**src/rtl/song_sequencer.sv**
```systemverilog
// song_sequencer: autoplay note sequencer. On start it walks one of eight
// songs held in an internal ROM. Each entry is {note[7:4], dur[3:0]}. The
// entry's note sounds for dur ticks, followed by GAP_TICKS silent ticks.
// An entry with dur == 0 marks the end of a song. A song without a marker
// ends after entry MAX_LEN-1.
// Optional feature macro: SEQ_LOOP_EN. When it is defined, the song restarts
// from entry 0 after every end, and only stop or rst ends playback.
// The ROM tables assume MAX_LEN >= 16.
module song_sequencer #(
    parameter int CLK_HZ    = 100_000_000,
    parameter int TICK_HZ   = 8,
    parameter int GAP_TICKS = 1,
    parameter int MAX_LEN   = 64,
    localparam int IW       = $clog2(MAX_LEN)
) (
    input  logic          clk,
    input  logic          rst,
    input  logic          start,
    input  logic          stop,
    input  logic [2:0]    song_select,
    output logic [3:0]    note,
    output logic          note_on,
    output logic          busy,
    output logic          done,
    output logic [IW-1:0] index
);

    localparam int TICK_DIV = CLK_HZ / TICK_HZ;
    // The counter must cover the longest dwell: a full 15-tick note or the gap.
    localparam int LONGEST  = (GAP_TICKS > 15) ? GAP_TICKS : 15;
    localparam int CW       = $clog2(LONGEST * TICK_DIV + 1);

    localparam logic [CW-1:0] TICK_DIV_C = CW'(TICK_DIV);
    localparam logic [CW-1:0] GAP_LAST   = CW'(GAP_TICKS * TICK_DIV - 1);
    localparam logic [IW-1:0] LAST_IDX   = IW'(MAX_LEN - 1);

    localparam logic [2:0] S_IDLE  = 3'd0;
    localparam logic [2:0] S_FETCH = 3'd1;
    localparam logic [2:0] S_PLAY  = 3'd2;
    localparam logic [2:0] S_GAP   = 3'd3;
    localparam logic [2:0] S_DONE  = 3'd4;

    logic [2:0]    state_q, state_d;
    logic [2:0]    song_q, song_d;
    logic [IW-1:0] index_q, index_d;
    logic [CW-1:0] cnt_q, cnt_d;
    logic [3:0]    dur_q, dur_d;
    logic [3:0]    note_q, note_d;
    logic          note_on_q, note_on_d;
    logic [7:0]    rom_q, rom_d;
    logic [CW-1:0] play_last;
    logic          advance;

    // Song table. Song 6 has no end marker, so it runs through all MAX_LEN
    // entries. Song 7 is the fixed test pattern.
    function automatic logic [7:0] rom_entry(input logic [2:0] song, input logic [IW-1:0] idx);
        logic [7:0] e;
        e = 8'h00;
        case (song)
            3'd0: case (idx)
                IW'(0): e = 8'h12;  IW'(1): e = 8'h22;  IW'(2): e = 8'h32;
                IW'(3): e = 8'h42;  IW'(4): e = 8'h52;  IW'(5): e = 8'h62;
                IW'(6): e = 8'h72;  IW'(7): e = 8'h84;
                default: e = 8'h00;
            endcase
            3'd1: case (idx)
                IW'(0): e = 8'h54;  IW'(1): e = 8'h02;  IW'(2): e = 8'h54;
                IW'(3): e = 8'h02;  IW'(4): e = 8'h38;
                default: e = 8'h00;
            endcase
            3'd2: case (idx)
                IW'(0): e = 8'h81;  IW'(1): e = 8'h71;  IW'(2): e = 8'h61;
                IW'(3): e = 8'h51;  IW'(4): e = 8'h41;  IW'(5): e = 8'h31;
                IW'(6): e = 8'h21;  IW'(7): e = 8'h18;
                default: e = 8'h00;
            endcase
            3'd3: case (idx)
                IW'(0): e = 8'hA2;  IW'(1): e = 8'hC2;  IW'(2): e = 8'hE4;
                IW'(3): e = 8'h01;  IW'(4): e = 8'hE2;  IW'(5): e = 8'hC2;
                IW'(6): e = 8'hA4;
                default: e = 8'h00;
            endcase
            3'd4: case (idx)
                IW'(0): e = 8'h3F;
                default: e = 8'h00;
            endcase
            3'd5: case (idx)
                IW'(0): e = 8'h11;  IW'(1): e = 8'h91;  IW'(2): e = 8'h11;
                IW'(3): e = 8'h91;
                default: e = 8'h00;
            endcase
            3'd6: e = {4'(idx), 4'h1};
            default: case (idx)
                IW'(0): e = 8'h12;  IW'(1): e = 8'h01;  IW'(2): e = 8'hF1;
                default: e = 8'h00;
            endcase
        endcase
        return e;
    endfunction

    // Next-state logic. The ROM is addressed with the next song/index, so
    // the registered entry is ready during the FETCH cycle.
    always_comb begin
        state_d   = state_q;
        song_d    = song_q;
        index_d   = index_q;
        cnt_d     = cnt_q + CW'(1);
        dur_d     = dur_q;
        note_d    = note_q;
        note_on_d = note_on_q;
        advance   = 1'b0;
        play_last = CW'(dur_q) * TICK_DIV_C - CW'(1);

        case (state_q)
            S_IDLE: begin
                cnt_d = '0;
                if (start && !stop) begin
                    state_d = S_FETCH;
                    song_d  = song_select;
                    index_d = '0;
                end
            end
            S_FETCH: begin
                if (rom_q[3:0] == 4'd0) begin
                    state_d = S_DONE;
                end else begin
                    state_d   = S_PLAY;
                    dur_d     = rom_q[3:0];
                    note_d    = rom_q[7:4];
                    note_on_d = (rom_q[7:4] != 4'd0);
                end
            end
            S_PLAY: begin
                if (cnt_q == play_last) begin
                    if (GAP_TICKS > 0) begin
                        state_d   = S_GAP;
                        note_on_d = 1'b0;
                    end else begin
                        advance = 1'b1;
                    end
                end
            end
            S_GAP: begin
                if (cnt_q == GAP_LAST) begin
                    advance = 1'b1;
                end
            end
            S_DONE: begin
`ifdef SEQ_LOOP_EN
                state_d = S_FETCH;
                index_d = '0;
`else
                state_d = S_IDLE;
`endif
            end
            default: state_d = S_IDLE;
        endcase

        if (advance) begin
            if (index_q == LAST_IDX) begin
                state_d = S_DONE;
            end else begin
                index_d = index_q + IW'(1);
                state_d = S_FETCH;
            end
        end

        // DONE presents silence for its single cycle.
        if (state_d == S_DONE) begin
            note_d    = 4'd0;
            note_on_d = 1'b0;
        end

        // Abort takes priority over everything, with no done pulse.
        if (stop && (state_q != S_IDLE)) begin
            state_d   = S_IDLE;
            note_d    = 4'd0;
            note_on_d = 1'b0;
        end

        if (state_d != state_q) begin
            cnt_d = '0;
        end

        rom_d = rom_entry(song_d, index_d);
    end

    // State, datapath and ROM output registers with asynchronous reset.
    always_ff @(posedge clk or posedge rst) begin
        if (rst) begin
            state_q   <= S_IDLE;
            song_q    <= '0;
            index_q   <= '0;
            cnt_q     <= '0;
            dur_q     <= '0;
            note_q    <= '0;
            note_on_q <= 1'b0;
            rom_q     <= '0;
        end else begin
            state_q   <= state_d;
            song_q    <= song_d;
            index_q   <= index_d;
            cnt_q     <= cnt_d;
            dur_q     <= dur_d;
            note_q    <= note_d;
            note_on_q <= note_on_d;
            rom_q     <= rom_d;
        end
    end

    assign note    = note_q;
    assign note_on = note_on_q;
    assign busy    = (state_q != S_IDLE);
    assign done    = (state_q == S_DONE);
    assign index   = index_q;

endmodule
```
**config.mk**
```make
export PLATFORM = sky130hd
export DESIGN_NAME = song_sequencer
export DESIGN_NICKNAME = d
export VERILOG_FILES = /design/src/rtl/song_sequencer.sv
export SDC_FILE = /design/constraint.sdc
export NUM_CORES = 1
export LEC_CHECK = 0
export BUFFER_PORTS_ARGS = -buffer_cell sky130_fd_sc_hd__buf_2
export CORE_UTILIZATION = 35
export DETAILED_ROUTE_END_ITERATION = 10
export PLACE_DENSITY = 0.53
export SYNTH_ARGS = -nofsm -noshare
export SYNTH_HDL_FRONTEND = slang
export SYNTH_SLANG_ARGS = --single-unit
```
**constraint.sdc**
```tcl
create_clock -name clk -period 5.3 [get_ports clk]
set_input_delay 1.06 -clock clk [delete_from_list [all_inputs] [get_ports clk]]
set_output_delay 1.06 -clock clk [all_outputs]
set_load 0.05 [all_outputs]
```
=== Word level (Yosys, flattened, before mapping) ===
Memories as Yosys holds them, arrays and structs flattened.
Cells that the tools add are included.

* Memories: 2
* Latch bits: 0
* Bits in registers: 57
* ROM bits: 96
* Input port bits: 7
* Memory bits (writable): 0

* Order comparisons: 0
* Bitwise gates (word level): 1
* Div/mod/pow operators: 0
* Mux-type cells: 34
* Shift-type cells: 0
* Multipliers: 1
* Equal/unequal tests: 24
* Reduce and logical (&&, ||, !) cells: 18
* Add/subtract/negate cells: 3

{| class="wikitable"
|+ Memories
! memory !! words !! bits a word !! read ports !! clocked after memory_dff !! write ports !! RTL line !! source
|-
| (name not given) || 8 || 6 || 1 || 0 || 0 || 60 || <nowiki>3'd0: case (idx)</nowiki>
|-
| (name not given) || 8 || 6 || 1 || 0 || 0 || 71 || <nowiki>3'd2: case (idx)</nowiki>
|}

{| class="wikitable"
|+ Operator list
! kind !! number
|-
| $mux W28 || 2
|-
| $pmux W8 S7 || 1
|-
| $pmux W8 S6 || 1
|-
| $mux W6 || 5
|-
| $add A28 B1 Y28 const B || 1
|-
| $eq A28 B24 Y1 const B || 1
|-
| $eq A28 B28 Y1 || 1
|-
| $sub A28 B1 Y28 const B || 1
|-
| $mux W3 || 8
|-
| $pmux W8 S3 || 1
|-
| $mul A4 B19 Y23 const B || 1
|-
| $pmux W7 S3 || 1
|-
| $eq A6 B3 Y1 const B || 3
|-
| $mux W4 || 4
|-
| $mux W8 || 2
|-
| $pmux W8 S2 || 1
|-
| $eq A3 B3 Y1 const B || 5
|-
| $eq A3 B2 Y1 const B || 4
|-
| $eq A6 B2 Y1 const B || 2
|-
| $pmux W3 S4 || 1
|-
| $logic_not A3 Y1 || 3
|-
| $ne A4 B4 Y1 const B || 2
|-
| $reduce_bool A4 Y1 || 2
|-
| $add A6 B1 Y6 const B || 1
|-
| 16 further kinds || 27
|}

=== Longest topological paths before layout ===
* Word-level depth: 10
* Depth in mapped cells: 19
* Depth with buffers taken out: 17

=== Least setup slack after synthesis ===
OpenSTA, ideal clock, no wires.

* Path kind: flip-flop to flip-flop
* Start point: register dur_q[2]
* End point: register cnt_q[18]
* Data arrival time: 4.864 ns
* Setup slack: 0.363 ns
* Stages on the path, launching flop included: 18
* Buffers on the path: 1
* Data required time: 5.227 ns
* Library setup time: 0.073 ns
* Cells stage by stage: dfrtp_1 > inv_1 > fa_1 > xnor2_1 > ha_1 > fa_1 > a21o_2 > a221oi_4 > xnor2_2 > a2111oi_4 > nand3_2 > a21oi_2 > nor3_1 > o31a_1 > a2111oi_4 > o2111ai_4 > buf_6 > a21oi_2

* Cells in the longest elaborated chain, start to end: 9

{| class="wikitable"
|+ Ends and longest elaborated chain
! item !! RTL line !! source
|-
| start, declared || 47 || <nowiki>logic [3:0] dur_q, dur_d;</nowiki>
|-
| start signal, assigned || 204 || <nowiki>dur_q <= dur_d;</nowiki>
|-
| $mul A4 B19 Y23 || 112 || <nowiki>play_last = CW'(dur_q) * TICK_DIV_C - CW'(1);</nowiki>
|-
| $sub A28 B1 Y28 || 112 ||
|-
| $eq A28 B28 Y1 || 134 || <nowiki>if (cnt_q == play_last) begin</nowiki>
|-
| $mux W3 || 134 ||
|-
| $pmux W3 S4 || 114 || <nowiki>case (state_q)</nowiki>
|-
| $mux W3 || 159 || <nowiki>if (advance) begin</nowiki>
|-
| $mux W3 || 175 || <nowiki>if (stop && (state_q != S_IDLE)) begin</nowiki>
|-
| $ne A3 B3 Y1 || 181 || <nowiki>if (state_d != state_q) begin</nowiki>
|-
| $mux W28 || 181 ||
|-
| net cnt_d[18] || 46 || <nowiki>logic [CW-1:0] cnt_q, cnt_d;</nowiki>
|-
| end signal, assigned || 203 || <nowiki>cnt_q <= cnt_d;</nowiki>
|-
| end, declared || 46 ||
|}

The timed path passes the listed nets, and every way through them passes these cells.
A chain may end at the register's enable or synchronous reset.

=== Worst setup path after layout ===
* Start point: register dur_q[3]
* End point: register cnt_q[18]

The elaborated chain is that of the path after synthesis.

==> flow_metrics.py <==
metrics = {
    "outcome": {
        "status": "finished clean",
    },
    "finish": {
        "drive_above_1_share_pct": 21.21,
        "fillCellCount": 1584,
        "n_antenna_cell": 0,
        "nets": 737,
        "regArea_um2": 1426,
        "multiInputGateArea_um2": 3985,
        "area.growth.synth_to_final_pct": 16.18,
    },
    "yosys": {
        "synth.distinct_cells": 90,
        "synth_edf_count": 0,
        "ys.flop_type": "dfrtp_1",
        "synth_cells": 650,
        "synth_area_per_cell_um2": 8.614,
        "async_flop_share_pct": 100.0,
        "synth_fp_nets": 698,
        "syn_area_um2": 5599,
        "ys_ff_latch": 57,
        "yosys_warnings": 0,
        "ys_seq_area_share_pct": 25.47,
    },
    "placed_design": {
        "hpwl_um": 11450,
        "io_buffers": 19,
        "globalplace.congestion": 0.8853,
    },
    "detailed_routing": {
        "first_pass_iters": 5,
        "vias": 5095,
        "ant_nets": 0,
        "via_per_inst": 5.636,
        "drc": 0,
        "routed_wl_um": 15430,
        "wl_per_cell_um": 17.07,
        "drtIter0Drc": 313,
    },
    "sta": {
        "skew_ns": 0.004493,
        "slew_headroom_pct": 33.01,
        "finalMaxSlewViolations": 0,
        "hold_viol": 0,
        "rsz0062_at_grt": "yes",
        "fin_crit_ns": 5.080,
        "layout_worst_path_cycle_share_pct": 95.86,
        "worst_slew_pin_slew_ns": 0.9769,
        "setup_viol": 0,
        "fmax_ghz": 0.1968,
        "fin_tns_setup_ns": 0,
    },
    "clock_tree": {
        "clkTransAtPathRegs_ns": 0.05,
        "numCtsBuffers": 9,
        "cts_max_level": 3,
        "cts.hold.buffers_added": 0,
        "cts_tree": "done",
        "clockRootBuffer": "clkbuf_16",
        "cts.sinks": 57,
        "insertion_delay_ns": 0.33,
        "cts_buffer_depth": 2,
    },
    "die": {
        "dieArea_um2": 16510,
        "row_count": 45,
        "chipWidth_um": 128.5,
        "pin_count": 20,
        "start_util_pct": 36.29,
        "die_h_um": 128.5,
        "fp.coreArea_um2": 15430,
    },
    "setup_path": {
        "path_cells": "inv_1 -> fa_2 -> xnor2_1 -> ha_1 -> fa_2 -> a21o_2 -> a221oi_4 -> buf_4 -> or4_2 -> nand3_1 -> nand3b_1 -> a211oi_2 -> buf_4 -> nor3b_1 -> o21ai_2 -> a2111oi_4 -> o2111ai_4 -> clkbuf_16 -> a21oi_2",
        "worstSetupPathType": "reg -> reg",
        "r2r_cells": 19,
        "crit_arrival_ns": 5.35,
        "crit_fanout": 13,
        "timing.critical_path.slowest_stage_cell": "fa_2",
        "cp-end-kind": "flop",
        "startpoint_type": "flop",
        "cpPeakStageDelay_ns": 0.49,
        "crit_required_ns": 5.57,
    },
    "global_routing": {
        "grt_max_degree": 58,
        "antenna_found_initial": 0,
        "gr-usage-all-layers_pct": 19.39,
        "grt_overflow": 0,
        "grt_pass1_vias": 5093,
        "grt_pass1_wl_um": 25350,
    },
    "hold_path": {
        "holdCritPathClass": "reg -> reg",
        "holdPathStages": 2,
    },
    "flow_run": {
        "drv_cap": 0,
    },
}
==> cells in the mapped netlist (5+ instances only) <==
cell / count / area share, %
nand2_1: 64 / 4.3
dfrtp_1: 57 / 25
nor2_1: 48 / 3.2
a21oi_1: 37 / 3.3
ha_1: 36 / 8.0
xnor2_1: 34 / 5.3
inv_1: 31 / 2.1
nand3_1: 31 / 2.8
o21ai_0: 29 / 2.6
xor2_1: 29 / 4.5
a21oi_2: 22 / 3.4
nand4_1: 11 / 1.2
clkbuf_1: 10 / 0.67
nor3_1: 10 / 0.89
and3_1: 9 / 1.0
and2_1: 8 / 0.89
a21o_1: 7 / 0.94
nor4_1: 7 / 0.78
or3_1: 7 / 0.78
nand2b_1: 6 / 0.67
o21a_1: 6 / 0.80
a211oi_1: 5 / 0.67
a22oi_1: 5 / 0.67
a31oi_1: 5 / 0.56
and3_2: 5 / 0.67
fa_1: 5 / 1.8
mux2i_1: 5 / 0.89
nor3b_1: 5 / 0.67
o31ai_1: 5 / 0.67
==> what timing repair did <==
item                                   in CTS  in global routing
setup endpoints to repair                   0                 29
setup buffers                               0                 11
gates resized for setup                     0                 25
endpoints found under the hold margin       0                  0
==> path summary, 6_finish.rpt <==
check | startpoint | to | slack, ns
max in group asynchronous | rst | song_q[0]$_DFF_PP0_ | 3.88
max | dur_q[3]$_DFFE_PP0P_ | cnt_q[18]$_DFF_PP0_ | 0.22
max reg2reg | dur_q[3]$_DFFE_PP0P_ | cnt_q[18]$_DFF_PP0_ | 0.22
min | rom_q[3]$_DFF_PP0_ | dur_q[3]$_DFFE_PP0P_ | 0.49
min reg2reg | rom_q[3]$_DFF_PP0_ | dur_q[3]$_DFFE_PP0P_ | 0.49
min in group asynchronous | rst | cnt_q[2]$_DFF_PP0_ | 0.93
==> through the flow <==
stage / setup slack (ns) / hold WS, ns / util (%) / cell area, um^2 / cells
after floorplan: 0.3628 / 0.4502 / - / 5599 / 650
after global placement: 0.1117 / 0.4685 / 38.55 / 5947 / 876
after detailed placement: 0.07595 / 0.4755 / 38.55 / 5947 / 876
after CTS: 0.03593 / 0.4872 / 40.46 / 6242 / 891
after global routing: -0.03760 / 0.5184 / 42.17 / 6505 / 904
final: 0.2195 / 0.4878 / 42.17 / 6505 / 904
==> cell usage in the layout, fill, tap and decap left out, types with 6 or more instances in the layout <==
cell,count
nor4_1,7
buf_2,19
a21o_1,7
nand2_1,64
dfrtp_1,57
ha_1,32
xnor2_1,33
and3_1,9
or3_1,6
nand2b_1,6
nand3_1,31
xor2_1,29
and2_1,8
o21ai_0,29
o21a_1,6
inv_1,30
nand4_1,11
nor3_1,10
a21oi_2,24
buf_4,29
a21oi_1,35
nor2_1,47
clkbuf_16,11
==> state kept, by name, indices dropped and copies added, names as in the netlist <==
| signal | flops |
|---|---|
| state_q | 3 |
| song_q | 3 |
| index | 6 |
| note | 4 |
| note_on | 1 |
| dur_q | 4 |
| rom_q | 8 |
| cnt_q | 28 |
==> worst max-delay path, delay by kind of cell (launching register included) <==
kind	cells	cell delay [ns]
adder cells (fa/ha/maj)	3	1.25
AO/OA/AOI/OAI	7	1.75
flip-flops	1	0.37
XOR/XNOR	1	0.15
AND/OR/NAND/NOR	4	0.77
buffers and inverters	4	0.73
==> per-layer routing <==
metal / vias to the layer above / GRT usage [%] / wire (um) / part of all wire, %
li1: 2455 / - / - / -
met1: 2491 / 24.52 / 7117 / 46
met2: 117 / 32.72 / 7350 / 48
met3: 32 / 2.661 / 524 / 3.4
met4: 0 / 9.066 / 435 / 2.8
met5: - / 0 / 0 / 0
==> layout make-up <==
| type | instances | share of cell area [%] |
|---|---|---|
| Sequential cell | 57 | 21.93 |
| Timing Repair Buffer | 53 | 6.367 |
| Multi-Input combinational cell | 536 | 61.26 |
| Inverter | 32 | 1.847 |
| Clock inverter | 5 | 0.8656 |
| Clock buffer | 10 | 3.674 |
| Tap cell | 211 | 4.058 |
==> kinds of logic (layout without fill, tap and decap cells) <==
group                    Yosys count  after routing  share of synthesized area (%)
AND/OR/NAND/NOR                  242            242                          22.50
buffers and inverters             57            100                          5.385
AO/OA/AOI/OAI                    183            183                          25.57
adder cells (fa/ha/maj)           41             41                          9.832
flip-flops                        57             57                          25.47
multiplexers                       6              6                          1.095
XOR/XNOR                          64             64                          10.15
Power is not shown: default switching activity piles up to over one toggle a cycle in this logic, so the estimate is an artifact.
